## src/rtl/id_decode_ctrl_if.sv

```systemverilog
// Decode-stage bundle: fetch handshake, immediate-generator link, ID/EX entry toward EX,
// and the hazard/flush inputs. The decoder connects through the slave modport.
interface id_decode_ctrl_if #(
    parameter int STALL_CNT_W = 16
);
    logic                   if_valid;
    logic                   if_ready;
    logic [31:0]            if_inst;
    logic [31:0]            if_pc;
    logic [2:0]             imm_op;
    logic [31:0]            imm_inst;
    logic [31:0]            imm_in;
    logic                   id_valid;
    logic                   ex_ready;
    logic [31:0]            id_inst;
    logic [31:0]            id_pc;
    logic [31:0]            id_imm;
    logic                   ex_is_load;
    logic [4:0]             ex_rd;
    logic                   flush;
    logic [STALL_CNT_W-1:0] stall_cnt;
    logic                   id_illegal;

    modport master (
        output if_valid, if_inst, if_pc, imm_in, ex_ready, ex_is_load, ex_rd, flush,
        input  if_ready, imm_op, imm_inst, id_valid, id_inst, id_pc, id_imm, stall_cnt, id_illegal
    );

    modport slave (
        input  if_valid, if_inst, if_pc, imm_in, ex_ready, ex_is_load, ex_rd, flush,
        output if_ready, imm_op, imm_inst, id_valid, id_inst, id_pc, id_imm, stall_cnt, id_illegal
    );
endinterface

```

## src/rtl/id_decode_ctrl.sv

```systemverilog
// RV32I decode-stage controller: opcode -> immediate format, one-entry ID/EX register,
// load-use bubbles and flush. Define ID_ILLEGAL_DETECT_EN to flag unsupported opcodes.
module id_decode_ctrl #(
    parameter int STALL_CNT_W = 16
) (
    input logic            clk,
    input logic            rst,
    id_decode_ctrl_if.slave bus
);
    localparam logic [6:0] OPC_LOAD   = 7'b0000011;
    localparam logic [6:0] OPC_OP_IMM = 7'b0010011;
    localparam logic [6:0] OPC_JALR   = 7'b1100111;
    localparam logic [6:0] OPC_STORE  = 7'b0100011;
    localparam logic [6:0] OPC_BRANCH = 7'b1100011;
    localparam logic [6:0] OPC_LUI    = 7'b0110111;
    localparam logic [6:0] OPC_AUIPC  = 7'b0010111;
    localparam logic [6:0] OPC_JAL    = 7'b1101111;
    localparam logic [6:0] OPC_OP     = 7'b0110011;

    localparam logic [2:0] IMM_NONE_TYPE = 3'd0;
    localparam logic [2:0] IMM_I_TYPE    = 3'd1;
    localparam logic [2:0] IMM_S_TYPE    = 3'd2;
    localparam logic [2:0] IMM_B_TYPE    = 3'd3;
    localparam logic [2:0] IMM_U_TYPE    = 3'd4;
    localparam logic [2:0] IMM_J_TYPE    = 3'd5;

    // Only EMPTY/FULL are ever stored; HAZARD is derived each cycle from the held entry.
    typedef enum logic [1:0] {EMPTY, FULL, HAZARD} state_e;

    state_e                 state_q, state_d, state_cur;
    logic [6:0]             opcode;
    logic [2:0]             imm_op_d;
    logic                   rs1_use_d, rs2_use_d;
    logic                   rs1_use_q, rs2_use_q;
    logic [31:0]            inst_q, pc_q, imm_q;
    logic [STALL_CNT_W-1:0] stall_q;
    logic                   hazard;
    logic                   if_ready_c, id_valid_c, accept;

    assign opcode = bus.if_inst[6:0];

    // NOTE: every always_comb output gets a default first, so no path can infer a latch.
    always_comb begin
        imm_op_d  = IMM_NONE_TYPE;
        rs1_use_d = 1'b1;
        rs2_use_d = 1'b0;
        case (opcode)
            OPC_LOAD, OPC_OP_IMM, OPC_JALR: imm_op_d = IMM_I_TYPE;
            OPC_STORE: begin
                imm_op_d  = IMM_S_TYPE;
                rs2_use_d = 1'b1;
            end
            OPC_BRANCH: begin
                imm_op_d  = IMM_B_TYPE;
                rs2_use_d = 1'b1;
            end
            OPC_LUI, OPC_AUIPC: begin
                imm_op_d  = IMM_U_TYPE;
                rs1_use_d = 1'b0;
            end
            OPC_JAL: begin
                imm_op_d  = IMM_J_TYPE;
                rs1_use_d = 1'b0;
            end
            OPC_OP: rs2_use_d = 1'b1;
            default: ;
        endcase
    end

    assign bus.imm_op   = imm_op_d;
    assign bus.imm_inst = bus.if_inst;

    assign hazard = (state_q == FULL) && bus.ex_is_load && (bus.ex_rd != 5'd0) &&
                    ((rs1_use_q && (inst_q[19:15] == bus.ex_rd)) ||
                     (rs2_use_q && (inst_q[24:20] == bus.ex_rd)));

    assign state_cur = (state_q == FULL && hazard) ? HAZARD : state_q;

    // NOTE: asynchronous active-low reset; sequential state uses non-blocking assignments only.
    always_ff @(posedge clk or negedge rst) begin
        if (!rst) state_q <= EMPTY;
        else      state_q <= state_d;
    end

    always_comb begin
        state_d = state_q;
        case (state_cur)
            EMPTY:   if (accept) state_d = FULL;
            FULL: begin
                if (accept)            state_d = FULL;
                else if (bus.ex_ready) state_d = EMPTY;
            end
            HAZARD:  state_d = FULL;
            default: state_d = EMPTY;
        endcase
        if (bus.flush) state_d = EMPTY;
    end

    // if_ready is forced low while reset is held, then follows the handshake combinationally.
    always_comb begin
        if_ready_c = rst && !bus.flush &&
                     ((state_cur == EMPTY) || (state_cur == FULL && bus.ex_ready));
        id_valid_c = (state_cur == FULL);
        accept     = bus.if_valid && if_ready_c;
    end

    assign bus.if_ready = if_ready_c;
    assign bus.id_valid = id_valid_c;

    always_ff @(posedge clk or negedge rst) begin
        if (!rst) begin
            inst_q    <= '0;
            pc_q      <= '0;
            imm_q     <= '0;
            rs1_use_q <= 1'b0;
            rs2_use_q <= 1'b0;
        end else if (accept) begin
            inst_q    <= bus.if_inst;
            pc_q      <= bus.if_pc;
            imm_q     <= bus.imm_in;
            rs1_use_q <= rs1_use_d;
            rs2_use_q <= rs2_use_d;
        end
    end

    always_ff @(posedge clk or negedge rst) begin
        if (!rst)
            stall_q <= '0;
        else if (state_cur == HAZARD && stall_q != {STALL_CNT_W{1'b1}})
            stall_q <= stall_q + STALL_CNT_W'(1);
    end

    assign bus.id_inst   = inst_q;
    assign bus.id_pc     = pc_q;
    assign bus.id_imm    = imm_q;
    assign bus.stall_cnt = stall_q;

`ifdef ID_ILLEGAL_DETECT_EN
    logic illegal_q;
    logic illegal_d;

    always_comb begin
        illegal_d = !(opcode inside {OPC_LOAD, OPC_OP_IMM, OPC_JALR, OPC_STORE, OPC_BRANCH,
                                     OPC_LUI, OPC_AUIPC, OPC_JAL, OPC_OP});
    end

    always_ff @(posedge clk or negedge rst) begin
        if (!rst)           illegal_q <= 1'b0;
        else if (bus.flush) illegal_q <= 1'b0;
        else if (accept)    illegal_q <= illegal_d;
    end

    assign bus.id_illegal = illegal_q;
`else
    assign bus.id_illegal = 1'b0;
`endif

endmodule

```

## src/flat_wrapper.sv

```systemverilog
// flat-port wrapper written by rule: the top's interface ports become plain ports
module id_decode_ctrl_flat 
#(
    parameter int STALL_CNT_W = 16
)
  (clk, rst, bus_if_valid, bus_if_inst, bus_if_pc, bus_imm_in, bus_ex_ready, bus_ex_is_load, bus_ex_rd, bus_flush, bus_if_ready, bus_imm_op, bus_imm_inst, bus_id_valid, bus_id_inst, bus_id_pc, bus_id_imm, bus_stall_cnt, bus_id_illegal);
  id_decode_ctrl_if #(.STALL_CNT_W(STALL_CNT_W)) bus_i ();
  input logic clk;
  input logic rst;
  input wire logic [$bits(bus_i.if_valid)-1:0] bus_if_valid;
  input wire logic [$bits(bus_i.if_inst)-1:0] bus_if_inst;
  input wire logic [$bits(bus_i.if_pc)-1:0] bus_if_pc;
  input wire logic [$bits(bus_i.imm_in)-1:0] bus_imm_in;
  input wire logic [$bits(bus_i.ex_ready)-1:0] bus_ex_ready;
  input wire logic [$bits(bus_i.ex_is_load)-1:0] bus_ex_is_load;
  input wire logic [$bits(bus_i.ex_rd)-1:0] bus_ex_rd;
  input wire logic [$bits(bus_i.flush)-1:0] bus_flush;
  output wire logic [$bits(bus_i.if_ready)-1:0] bus_if_ready;
  output wire logic [$bits(bus_i.imm_op)-1:0] bus_imm_op;
  output wire logic [$bits(bus_i.imm_inst)-1:0] bus_imm_inst;
  output wire logic [$bits(bus_i.id_valid)-1:0] bus_id_valid;
  output wire logic [$bits(bus_i.id_inst)-1:0] bus_id_inst;
  output wire logic [$bits(bus_i.id_pc)-1:0] bus_id_pc;
  output wire logic [$bits(bus_i.id_imm)-1:0] bus_id_imm;
  output wire logic [$bits(bus_i.stall_cnt)-1:0] bus_stall_cnt;
  output wire logic [$bits(bus_i.id_illegal)-1:0] bus_id_illegal;
  assign bus_i.if_valid = bus_if_valid;
  assign bus_i.if_inst = bus_if_inst;
  assign bus_i.if_pc = bus_if_pc;
  assign bus_i.imm_in = bus_imm_in;
  assign bus_i.ex_ready = bus_ex_ready;
  assign bus_i.ex_is_load = bus_ex_is_load;
  assign bus_i.ex_rd = bus_ex_rd;
  assign bus_i.flush = bus_flush;
  assign bus_if_ready = bus_i.if_ready;
  assign bus_imm_op = bus_i.imm_op;
  assign bus_imm_inst = bus_i.imm_inst;
  assign bus_id_valid = bus_i.id_valid;
  assign bus_id_inst = bus_i.id_inst;
  assign bus_id_pc = bus_i.id_pc;
  assign bus_id_imm = bus_i.id_imm;
  assign bus_stall_cnt = bus_i.stall_cnt;
  assign bus_id_illegal = bus_i.id_illegal;
  id_decode_ctrl #(.STALL_CNT_W(STALL_CNT_W)) u_core (.clk(clk), .rst(rst), .bus(bus_i));
endmodule
```

## config.mk

```make
export PLATFORM = sky130hd
export DESIGN_NAME = id_decode_ctrl_flat
export DESIGN_NICKNAME = d
export VERILOG_FILES = /design/src/rtl/id_decode_ctrl_if.sv /design/src/rtl/id_decode_ctrl.sv /design/src/flat_wrapper.sv
export SDC_FILE = /design/constraint.sdc
export NUM_CORES = 1
export LEC_CHECK = 0
export CELL_PAD_IN_SITES_DETAIL_PLACEMENT = 1
export CELL_PAD_IN_SITES_GLOBAL_PLACEMENT = 1
export CORE_MARGIN = 5
export CORE_UTILIZATION = 33
export DETAILED_ROUTE_END_ITERATION = 10
export PLACE_DENSITY = 0.9
export SETUP_SLACK_MARGIN = 0.15
export SLEW_MARGIN = 20
export SYNTH_ARGS = -nofsm -noshare
export SYNTH_HDL_FRONTEND = slang
export SYNTH_SLANG_ARGS = --single-unit
export TNS_END_PERCENT = 5
```

## constraint.sdc

```tcl
create_clock -name clk -period 3.5 [get_ports clk]
set_input_delay 0.7 -clock clk [delete_from_list [all_inputs] [get_ports clk]]
set_output_delay 0.7 -clock clk [all_outputs]
set_load 0.02 [all_outputs]
```

==> reports/results.ini, run 1 <==
[clock_network]
clock_path_buffers = 2
postCtsSetupRepairBufs = 0
clkTransAtPathRegs_ns = 0.05
cts_buffers = 17
cts-root-buf = clkbuf_16
cts_tree = yes
clock-sinks = 115
htree_levels = 4
insertion_delay_ns = 0.41
hold_buffers = 0

[grt]
grt_use_met1 = 0.263
gr-usage-met2 = 0.353
grt_pass1_vias = 6210
grt_pass1_wl_mm = 34.7
antenna_found_initial = 2
grt_util_all_layers = 0.213
grt-ovfl-total = 0
grt-busiest-layer = met2
met3_usage = 0.0613
grt_max_degree = 77

[synthesis]
synth_area_sq_um = 5850
synth_sequential_area_ratio = 0.492
ys_ff_latch = 115
synthCells = 597
syn_avg_cell_area_sq_um = 9.81
yosysUniqueCellTypes = 35
yosysWarnings = 0
syn-num-nets = 705

[power]
powerDensity_nw_per_um2 = 557
p_leak_nw = 3.71
power.total_w = 0.00512
peakVddDrop_mv = 0.332

[sta]
fin_skew_ns = 0.00779
final_max_slew_viol_count = 0
finalCriticalPeriod_ns = 3.32
fin_crit_sh = 0.948
hold_violations = 0
setup_viol = 0
grt_setup_unrepaired = true
relSlewSlack = 0.448
clock.fmax_ghz = 0.301
worst_pin_slew_ns = 0.828
setup_ws_ns = 0.182

[worst_setup_path]
worstPathMaxFanout = 3
crit_path_end_kind = output port
worstPathArrival_ns = 2.62
cp-start-kind = input pin
crit_type = in -> out
cp_data_required_time_ns = 2.80

[floorplan]
die_h_microns = 143
dieArea_sq_um = 20500
rows = 48
start_util = 0.337
die_width_microns = 143
pin_count = 257
core-area_sq_um = 17400

[place]
dp_hpwl_mm = 14.9
place.gp.congestion = 0.782
place_ws_ns = -0.111
portBuffers = 255

[detailed_routing]
firstDrtPassIters = 4
avgRoutedWirePerCell_microns = 21.1
wl_mm = 22.2
vias_per_cell = 5.60
drt_iter0_drc = 327
dr_total_vias = 5870
drtAntennaViolNets = 0
drc = 0

[run_status]
outcome = finished clean

[finish]
fin_nets = 917
synthToLayoutAreaGrowth_pct = 57.1
drive_gt1_frac = 0.0852
final_util = 0.530
layout_commonest_cell = clkdlybuf4s50_1
final_cell_mix = 252 x clkdlybuf4s50_1, 115 x dfrtp_1, 107 x nand2_1

[job]
maxCapViolations = 0

[hold_path]
hp-class = reg -> reg

-- metal layers --
layer	share of wire	up-vias
met2	0.49	202
met4	0.030	2
met5	0.00036	-
li1	-	2632
met3	0.068	53
met1	0.41	2981
-- kinds of logic after synthesis --
kind of cell / after synthesis / share of synthesized area
compound gates: 204 / 0.262
simple gates: 156 / 0.115
flops: 115 / 0.492
buf+inv: 92 / 0.0844
xor+xnor: 23 / 0.0344
mux: 5 / 0.00940
fa+ha+maj: 1 / 0.00214
other cells: 1 / 0.000641
-- per-stage QoR --
| step | hold WS, ns | cell area (sq um) | setup TNS [ns] | cells |
|---|---|---|---|---|
| 3_5_place_dp | 0.497 | 8530 | -0.206 | 1015 |
| 2_1_floorplan | 0.404 | 5850 | 0 | 597 |
| 3_3_place_gp | 0.491 | 8530 | -0.187 | 1015 |
| 6_report | 0.494 | 9200 | 0 | 1048 |
| 5_1_grt | 0.522 | 9200 | 0 | 1048 |
| 4_1_cts | 0.504 | 9200 | 0 | 1047 |
-- cell type report --
type | count | area [sq um]
Sequential cell | 115 | 2880
Fill cell | 1896 | 8160
Inverter | 4 | 15.0
Clock inverter | 12 | 203
Clock buffer | 20 | 457
Multi-Input combinational cell | 390 | 2540
Antenna cell | 1 | 2.50
Timing Repair Buffer | 281 | 2810
Tap cell | 225 | 282
-- Yosys cell counts --
master | count | area [sq um]
dfrtp_1 | 115 | 2880
nand2_1 | 108 | 405
a21oi_1 | 99 | 495
a221o_1 | 97 | 971
clkbuf_1 | 50 | 188
buf_4 | 33 | 248
xnor2_1 | 22 | 193
nand3_1 | 12 | 60.1
nand4_1 | 9 | 56.3
nor3_1 | 8 | 40.0
and3_1 | 5 | 31.3
nor2_1 | 5 | 18.8
inv_1 | 4 | 15.0
mux2_2 | 4 | 45.0
buf_6 | 3 | 33.8
a31oi_1 | 2 | 12.5
buf_2 | 2 | 10.0
or3_1 | 2 | 12.5
a311oi_1 | 1 | 8.76
a41o_1 | 1 | 10.0
and2_1 | 1 | 6.26
and4_1 | 1 | 8.76
conb_1 | 1 | 3.75
ha_1 | 1 | 12.5
mux2i_1 | 1 | 10.0
nand2b_1 | 1 | 6.26
nand3b_1 | 1 | 7.51
nor2b_1 | 1 | 6.26
nor3b_1 | 1 | 7.51
o211a_1 | 1 | 10.0
o211ai_1 | 1 | 7.51
o32ai_1 | 1 | 8.76
o41a_1 | 1 | 11.3
or4_1 | 1 | 7.51
xor2_1 | 1 | 8.76
-- report_power, final --
group          internal (W)  switching, W
combinational      0.000755      0.000703
clock               0.00130      0.000642
sequential          0.00156      0.000159
-- what timing repair did --
action | CTS | global route
gates resized for setup | 4 | 2
pin swaps | 1 | 1
setup endpoints to repair | 2 | 2
-- registers in the layout, summed over array words and instances, names as in the netlist --
register	count
u_core.bus.id_imm	32
u_core.bus.id_pc	32
u_core.bus.stall_cnt	16
u_core.rs2_use_q	1
u_core.state_q	1
u_core.bus.id_inst	32
u_core.rs1_use_q	1
-- final timing paths --
check                                               startpoint                             endpoint  slack [ns]  cells after the start
max                                               bus_ex_rd[1]                         bus_id_valid        0.18                      8
min                        u_core.bus.stall_cnt[9]$_DFFE_PN0P_  u_core.bus.stall_cnt[9]$_DFFE_PN0P_        0.49                      1
max reg2reg                 u_core.bus.id_inst[18]$_DFFE_PN0P_     u_core.bus.id_pc[26]$_DFFE_PN0P_        0.76                      8
min reg2reg                u_core.bus.stall_cnt[9]$_DFFE_PN0P_  u_core.bus.stall_cnt[9]$_DFFE_PN0P_        0.49                      1
max in group asynchronous                                  rst    u_core.bus.id_inst[7]$_DFFE_PN0P_        2.41                      2
min in group asynchronous                                  rst   u_core.bus.id_inst[26]$_DFFE_PN0P_        0.51                      2
-- worst max-delay path, stage by stage --
cell	delay (ns)
clkdlybuf4s50_1	0.44
buf_4	0.17
xnor2_2	0.17
nand4_1	0.17
o32ai_4	0.34
nand2_2	0.12
and2_1	0.18
dlygate4sd2_1	0.33
Note: power is estimated with default switching activity, not from simulation.
==> run 2: changes to the inputs <==
--- a/config.mk
+++ b/config.mk
@@ -5,12 +5,10 @@
 export SDC_FILE = /design/constraint.sdc
 export NUM_CORES = 1
 export LEC_CHECK = 0
-export CELL_PAD_IN_SITES_DETAIL_PLACEMENT = 1
-export CELL_PAD_IN_SITES_GLOBAL_PLACEMENT = 1
 export CORE_MARGIN = 5
 export CORE_UTILIZATION = 33
 export DETAILED_ROUTE_END_ITERATION = 10
-export PLACE_DENSITY = 0.9
+export PLACE_DENSITY = 0.7
 export SETUP_SLACK_MARGIN = 0.15
 export SLEW_MARGIN = 20
 export SYNTH_ARGS = -nofsm -noshare
==> run 2 against run 1 <==
Net effect:
- non-clock buffer count shrank 5
- critical path depth shrank 4
- die area is the same
- sequential power is essentially flat
- core utilization shrank 0.76 points
- cell area shrank 1.4%
- maximum frequency grew 0.61%
- critical endpoint is now bus_imm_op[2]
==> reports/results.ini, run 2 (synthesis results as in run 1) <==
[run_status]
outcome = finished clean

[place]
placed_area_sq_um = 8470  ; -0.73%
portBuffers = 255  ; unchanged
place_ws_ns = -0.0499  ; +0.0615 ns
place.gp.congestion = 0.819  ; +4.7%
dp_hpwl_mm = 12.8  ; -14%

[sta]
final_max_slew_viol_count = 0  ; unchanged
grt_setup_unrepaired = true
setup_viol = 0  ; unchanged
setup_ws_ns = 0.202  ; +0.0203 ns
hold_violations = 0  ; unchanged
worst_pin_slew_ns = 0.780  ; -0.0474 ns
fin_skew_ns = 0.00978  ; +0.00199 ns
clock.fmax_ghz = 0.303  ; +0.61%
finalCriticalPeriod_ns = 3.30  ; -0.0203 ns
fin_crit_sh = 0.942  ; -0.00579
relSlewSlack = 0.480  ; +0.0316
setup_tns_ns = 0  ; unchanged

[power]
combPwrFrac = 0.291  ; +0.006
p_leak_nw = 3.66  ; -1.5%
p_seq_frac = 0.349  ; +0.014
peakVddDrop_mv = 0.320  ; -3.8%
p_int_w = 0.00346  ; -4.4%
swShare = 0.295  ; +0.00162
clkPwrFrac = 0.360  ; -0.020
powerDensity_nw_per_um2 = 541  ; -2.8%
switchingPower_w = 0.00145  ; -3.6%

[clock_network]
cts_buffers = 17  ; unchanged
postCtsSetupRepairBufs = 0  ; unchanged
cts-root-buf = clkbuf_16
clock_path_buffers = 2  ; unchanged
cts_tree = yes
clock-sinks = 115  ; unchanged
clkTransAtPathRegs_ns = 0.06  ; about the same
hold_buffers = 0  ; unchanged
insertion_delay_ns = 0.41  ; about the same
htree_levels = 4  ; unchanged

[finish]
design_area_sq_um = 9060  ; -1.4%
final_cell_mix = 252 x clkdlybuf4s50_1, 115 x dfrtp_1, 107 x nand2_1
drive_gt1_frac = 0.0747  ; -0.0105
fin_nets = 912  ; -0.55%
antenna_cells = 0  ; -1
synthToLayoutAreaGrowth_pct = 54.8
layout_commonest_cell = clkdlybuf4s50_1

[detailed_routing]
dr_total_vias = 5613  ; -4.4%
drc = 0  ; unchanged
drt_iter0_drc = 367  ; +12%
avgRoutedWirePerCell_microns = 18.8  ; -11%
wl_mm = 19.5  ; -12%
vias_per_cell = 5.39  ; -3.8%
drtAntennaViolNets = 0  ; unchanged
firstDrtPassIters = 5  ; +1

[floorplan]
dieArea_sq_um = 20500  ; unchanged
rows = 48  ; unchanged
die_width_microns = 143  ; unchanged
pin_count = 257  ; unchanged
start_util = 0.337  ; unchanged
die_h_microns = 143  ; unchanged
core-area_sq_um = 17400  ; unchanged

[worst_setup_path]
cp_data_required_time_ns = 2.80  ; about the same
crit_path_end_kind = output port
worstPathArrival_ns = 2.60  ; -0.02 ns
cp-start-kind = input pin
crit_type = in -> out
worstPathMaxFanout = 8  ; +5

[grt]
grt_max_degree = 97  ; +26%
grt_util_all_layers = 0.187  ; -0.0264
grt_pass1_vias = 5538  ; -11%
antenna_found_initial = 0  ; -2
grt-ovfl-total = 0  ; unchanged
grt_pass1_wl_mm = 30.4  ; -12%

[hold_path]
hp-class = in -> async

[job]
maxCapViolations = 0  ; unchanged

==> run 2: cell count changes in the layout (fill, tap and decap cells not counted), moves of 2 or more <==
| cell | previous run | this run |
|---|---|---|
| buf_12 | 6 | 4 |
| buf_4 | 21 | 18 |
| bufinv_16 | 5 | 3 |
| clkbuf_1 | 1 | 3 |
| clkinv_2 | 1 | 5 |
| clkinvlp_4 | 4 | 1 |
==> run 2: critical path, cell delays in order <==
cell             delay (ns)
clkdlybuf4s50_1        0.56
or3_1                  0.37
a21oi_1                0.30
clkdlybuf4s50_1        0.67
==> run 2: per-layer routing <==
layer  GRT usage  up-vias  wire length, microns
met5           0        -                     0
met4      0.0660        0                   488
met3      0.0620       32                  1680
met2       0.292      233                  9250
met1       0.244     2736                  8130
li1            -     2612                     -
==> run 2: worst paths after layout <==
kind	from	endpoint	slack, ns	cells after the start
max in group asynchronous	rst	u_core.bus.stall_cnt[9]$_DFFE_PN0P_	2.40	2
worst min register to register	u_core.bus.id_imm[18]$_DFFE_PN0P_	u_core.bus.id_imm[18]$_DFFE_PN0P_	0.51	1
min in group clk	u_core.bus.id_imm[18]$_DFFE_PN0P_	u_core.bus.id_imm[18]$_DFFE_PN0P_	0.51	1
worst max register to register	u_core.bus.id_inst[19]$_DFFE_PN0P_	u_core.bus.id_pc[18]$_DFFE_PN0P_	0.90	8
worst max-delay path	bus_if_inst[6]	bus_imm_op[2]	0.20	4
worst min-delay path	rst	u_core.bus.id_inst[10]$_DFFE_PN0P_	0.14	1
==> run 2: power by group through the flow <==
stage	clock network (W)	registers [W]	logic (W)
global route	0.00187	0.00174	0.00151
CTS	0.00180	0.00171	0.00144
global placement	0	0.00172	0.00143
detailed placement	0	0.00172	0.00145
finish	0.00177	0.00171	0.00143
floorplan	0	0.00199	0.000392
==> run 2: stage by stage <==
stage               utilization  cells  hold WS (ns)  total power (W)
global route              0.522   1042         0.135          0.00512
global placement          0.488   1010         0.490          0.00315
floorplan                     -    597         0.404          0.00238
finish                    0.522   1042         0.141          0.00491
detailed placement        0.488   1010         0.497          0.00317
CTS                       0.522   1042         0.125          0.00496
==> run 2: layout make-up <==
type,count,area [sq um]
timing repair buffer,276,2760
inverter,4,15.0
sequential,115,2880
multi-input combinational,390,2540
fill,1609,8290
tap,225,282
clock buffer,22,464
clock inverter,10,131
==> run 2: repair_timing <==
item                       in CTS  in global routing
setup endpoints to repair       2                  2
gates cloned                    0                  0
resized for setup               2                  1
pin swaps                       0                  1
==> run 3: changes to the inputs <==
--- a/config.mk
+++ b/config.mk
@@ -5,11 +5,12 @@
 export SDC_FILE = /design/constraint.sdc
 export NUM_CORES = 1
 export LEC_CHECK = 0
-export CORE_MARGIN = 5
+export CORE_MARGIN = 2
 export CORE_UTILIZATION = 33
 export DETAILED_ROUTE_END_ITERATION = 10
 export PLACE_DENSITY = 0.7
 export SETUP_SLACK_MARGIN = 0.15
+export SKIP_LAST_GASP = 1
 export SLEW_MARGIN = 20
 export SYNTH_ARGS = -nofsm -noshare
 export SYNTH_HDL_FRONTEND = slang
==> constraint.sdc (replaced) <==
create_clock -name clk -period 3.5 [get_ports clk]
set_input_delay 0.35 -clock clk [delete_from_list [all_inputs] [get_ports clk]]
set_output_delay 0.35 -clock clk [all_outputs]
set_load 0.02 [all_outputs]
==> run 3 against run 2 <==
Net effect:
- final cell count down 1.2%
- via count fell by 1.5%
- maximum frequency rose by 10%
- hold slack better by 0.27 ns
- clock power down 7%
- die area down 8.2%
- critical path type unchanged
- largest cell class unchanged
- largest power group is now sequential cells
- highest routed layer unchanged
==> reports/results.ini, run 3 (synthesis results as in run 1) <==
[clock_network]
insertion_delay_ns = 0.41  ; about the same
clkTransAtPathRegs_ns = 0.05  ; about the same
cts_buffers = 17  ; unchanged
postCtsSetupRepairBufs = 0  ; unchanged
cts-root-buf = clkbuf_16
htree_levels = 4  ; unchanged
cts_tree = yes
hold_buffers = 1  ; +1
post_cts_resize_count = 0  ; -2
clock-sinks = 115  ; unchanged
clock_path_buffers = 2  ; unchanged

[finish]
synthToLayoutAreaGrowth_pct = 52.5
drive_gt1_frac = 0.0596  ; -0.0150
final_cell_mix = 254 x clkdlybuf4s50_1, 115 x dfrtp_1, 108 x nand2_1
antenna_cells = 0  ; unchanged
finalNonFillerCells = 1030  ; -1.2%
final_util = 0.516  ; -0.00600
fill_cells = 1566  ; -2.7%
fin_nets = 903  ; -0.99%
layout_commonest_cell = clkdlybuf4s50_1

[run_status]
outcome = finished clean

[floorplan]
rows = 48  ; unchanged
start_util = 0.338  ; +0.00117
dieArea_sq_um = 18800  ; -8.2%
die_h_microns = 137  ; -4.2%
pin_count = 257  ; unchanged
die_width_microns = 137  ; -4.2%
core-area_sq_um = 17300  ; -0.35%

[detailed_routing]
wl_mm = 19.0  ; -2.9%
firstDrtPassIters = 5  ; unchanged
vias_per_cell = 5.37  ; -0.31%
drtAntennaViolNets = 0  ; unchanged
drt_iter0_drc = 343  ; -6.5%
avgRoutedWirePerCell_microns = 18.4  ; -1.8%
drc = 0  ; unchanged
dr_total_vias = 5531  ; -1.5%

[worst_setup_path]
cp-endpoint = bus_if_ready
cp-start-kind = input pin
crit_buf_inv = 2  ; unchanged
cp_data_required_time_ns = 3.15  ; +0.35 ns
worstPathArrival_ns = 2.64  ; +0.04 ns
cp_num_cells = 6  ; +2
slowest_stage = or4_1
crit_chain = clkdlybuf4s50_1, or4_1, o211a_4, nand2_1, a41o_1, clkdlybuf4s50_1
crit_start = bus_ex_rd[1]
cp_top_family = buffers and inverters
critPathMaxStageDelay_ns = 0.62  ; -0.05 ns
crit_type = in -> out
rrSetupSlack_ns = 1.10  ; +0.20 ns
r2r_start = u_core.bus.id_inst[18]$_DFFE_PN0P_
rr_endpoint = u_core.bus.stall_cnt[1]$_DFFE_PN0P_
crit_path_end_kind = output port
cpMostUsedCell = clkdlybuf4s50_1
worstPathMaxFanout = 5  ; -3
reg2regPathDepth = 6  ; -2

[grt]
grt-ovfl-total = 0  ; unchanged
grt_max_degree = 97  ; unchanged
gr-usage-met2 = 0.304  ; +0.0120
grt_use_met1 = 0.280  ; +0.0365
grt-busiest-layer = met2
grt_pass1_vias = 5315  ; -4.0%
antenna_found_initial = 0  ; unchanged
met3_usage = 0.0614  ; -0.000514
grt_pass1_wl_mm = 29.6  ; -2.9%
grt_util_all_layers = 0.203  ; +0.0159

[sta]
setup_tns_ns = 0  ; unchanged
setup_viol = 0  ; unchanged
relSlewSlack = 0.469  ; -0.0110
grt_setup_unrepaired = false
worst_pin_slew_ns = 0.797  ; +0.0165 ns
clock.fmax_ghz = 0.334  ; +10%
finalCriticalPeriod_ns = 2.99  ; -0.306 ns
hold_violations = 0  ; unchanged
fin_skew_ns = 0.00846  ; -0.00132 ns
final_max_slew_viol_count = 0  ; unchanged
fin_crit_sh = 0.855  ; -0.0873

[place]
dpl.cell_count = 1000  ; -0.99%
portBuffers = 255  ; unchanged
dp_hpwl_mm = 12.2  ; -4.9%
place.gp.congestion = 0.804  ; -1.9%

[job]
maxCapViolations = 0  ; unchanged

[power]
swShare = 0.293  ; -0.00227
p_leak_nw = 3.58  ; -2.3%
p_int_w = 0.00337  ; -2.4%
switchingPower_w = 0.00140  ; -3.5%
powerDensity_nw_per_um2 = 534  ; -1.3%
combPwrFrac = 0.296  ; +0.005
p_seq_frac = 0.358  ; +0.009
peakVddDrop_mv = 0.308  ; -3.7%
clkPwrFrac = 0.345  ; -0.015

[hold_path]
hp-class = in -> async

run 3: cell types whose count changed in the layout (fill, tap and decap cells not counted), sizes merged, moves of 2 or more:
| cell | previous run | this run |
|---|---|---|
| buf | 22 | 12 |
| bufinv | 3 | 1 |
| clkbuf | 22 | 25 |
| clkdlybuf4s50 | 252 | 254 |
| clkinv | 6 | 2 |
| dlygate4sd2 | 2 | 0 |
run 3: power by group through the flow:
stage / combinational, W / clock, W / sequential [W]
6_report: 0.00141 / 0.00165 / 0.00171
5_1_grt: 0.00150 / 0.00176 / 0.00174
4_1_cts: 0.00143 / 0.00169 / 0.00171
3_5_place_dp: 0.00143 / 0 / 0.00172
3_3_place_gp: 0.00141 / 0 / 0.00172
2_1_floorplan: 0.000392 / 0 / 0.00199
run 3: per-stage QoR:
| step | instance area, sq um | setup WS, ns | hold WS (ns) | power [W] |
|---|---|---|---|---|
| after floorplan | 5850 | 1.23 | 0.0544 | 0.00238 |
| after global placement | 8350 | 0.490 | 0.263 | 0.00313 |
| after detailed placement | 8350 | 0.457 | 0.265 | 0.00315 |
| after CTS | 8930 | 0.505 | 0.389 | 0.00483 |
| after global routing | 8930 | 0.420 | 0.417 | 0.00499 |
| final | 8930 | 0.508 | 0.406 | 0.00477 |
run 3: layout make-up:
cell class | count | area (sq um) | share of cell area
Clock buffer | 25 | 515 | 0.0577
Clock inverter | 4 | 47.5 | 0.00533
Inverter | 4 | 15.0 | 0.00168
Multi-Input combinational cell | 390 | 2530 | 0.284
Sequential cell | 115 | 2880 | 0.322
Tap cell | 225 | 282 | 0.0315
Timing Repair Buffer | 267 | 2660 | 0.297
run 3: per-layer routing:
layer	up-vias	routed length [microns]
li1	2605	-
met4	0	186
met1	2721	8470
met2	189	9060
met3	16	1260
met5	-	0
run 3: worst min path at each step:
stage	startpoint	to	slack, ns	depth (start not counted)
detailed placement	rst	u_core.bus.id_inst[22]$_DFFE_PN0P_	0.27	1
global route	rst	u_core.bus.id_inst[22]$_DFFE_PN0P_	0.42	2
CTS	rst	u_core.bus.id_inst[22]$_DFFE_PN0P_	0.39	2
finish	rst	u_core.bus.id_inst[22]$_DFFE_PN0P_	0.41	2
global placement	rst	u_core.bus.id_inst[22]$_DFFE_PN0P_	0.26	1
floorplan	rst	u_core.bus.id_imm[0]$_DFFE_PN0P_	0.05	0
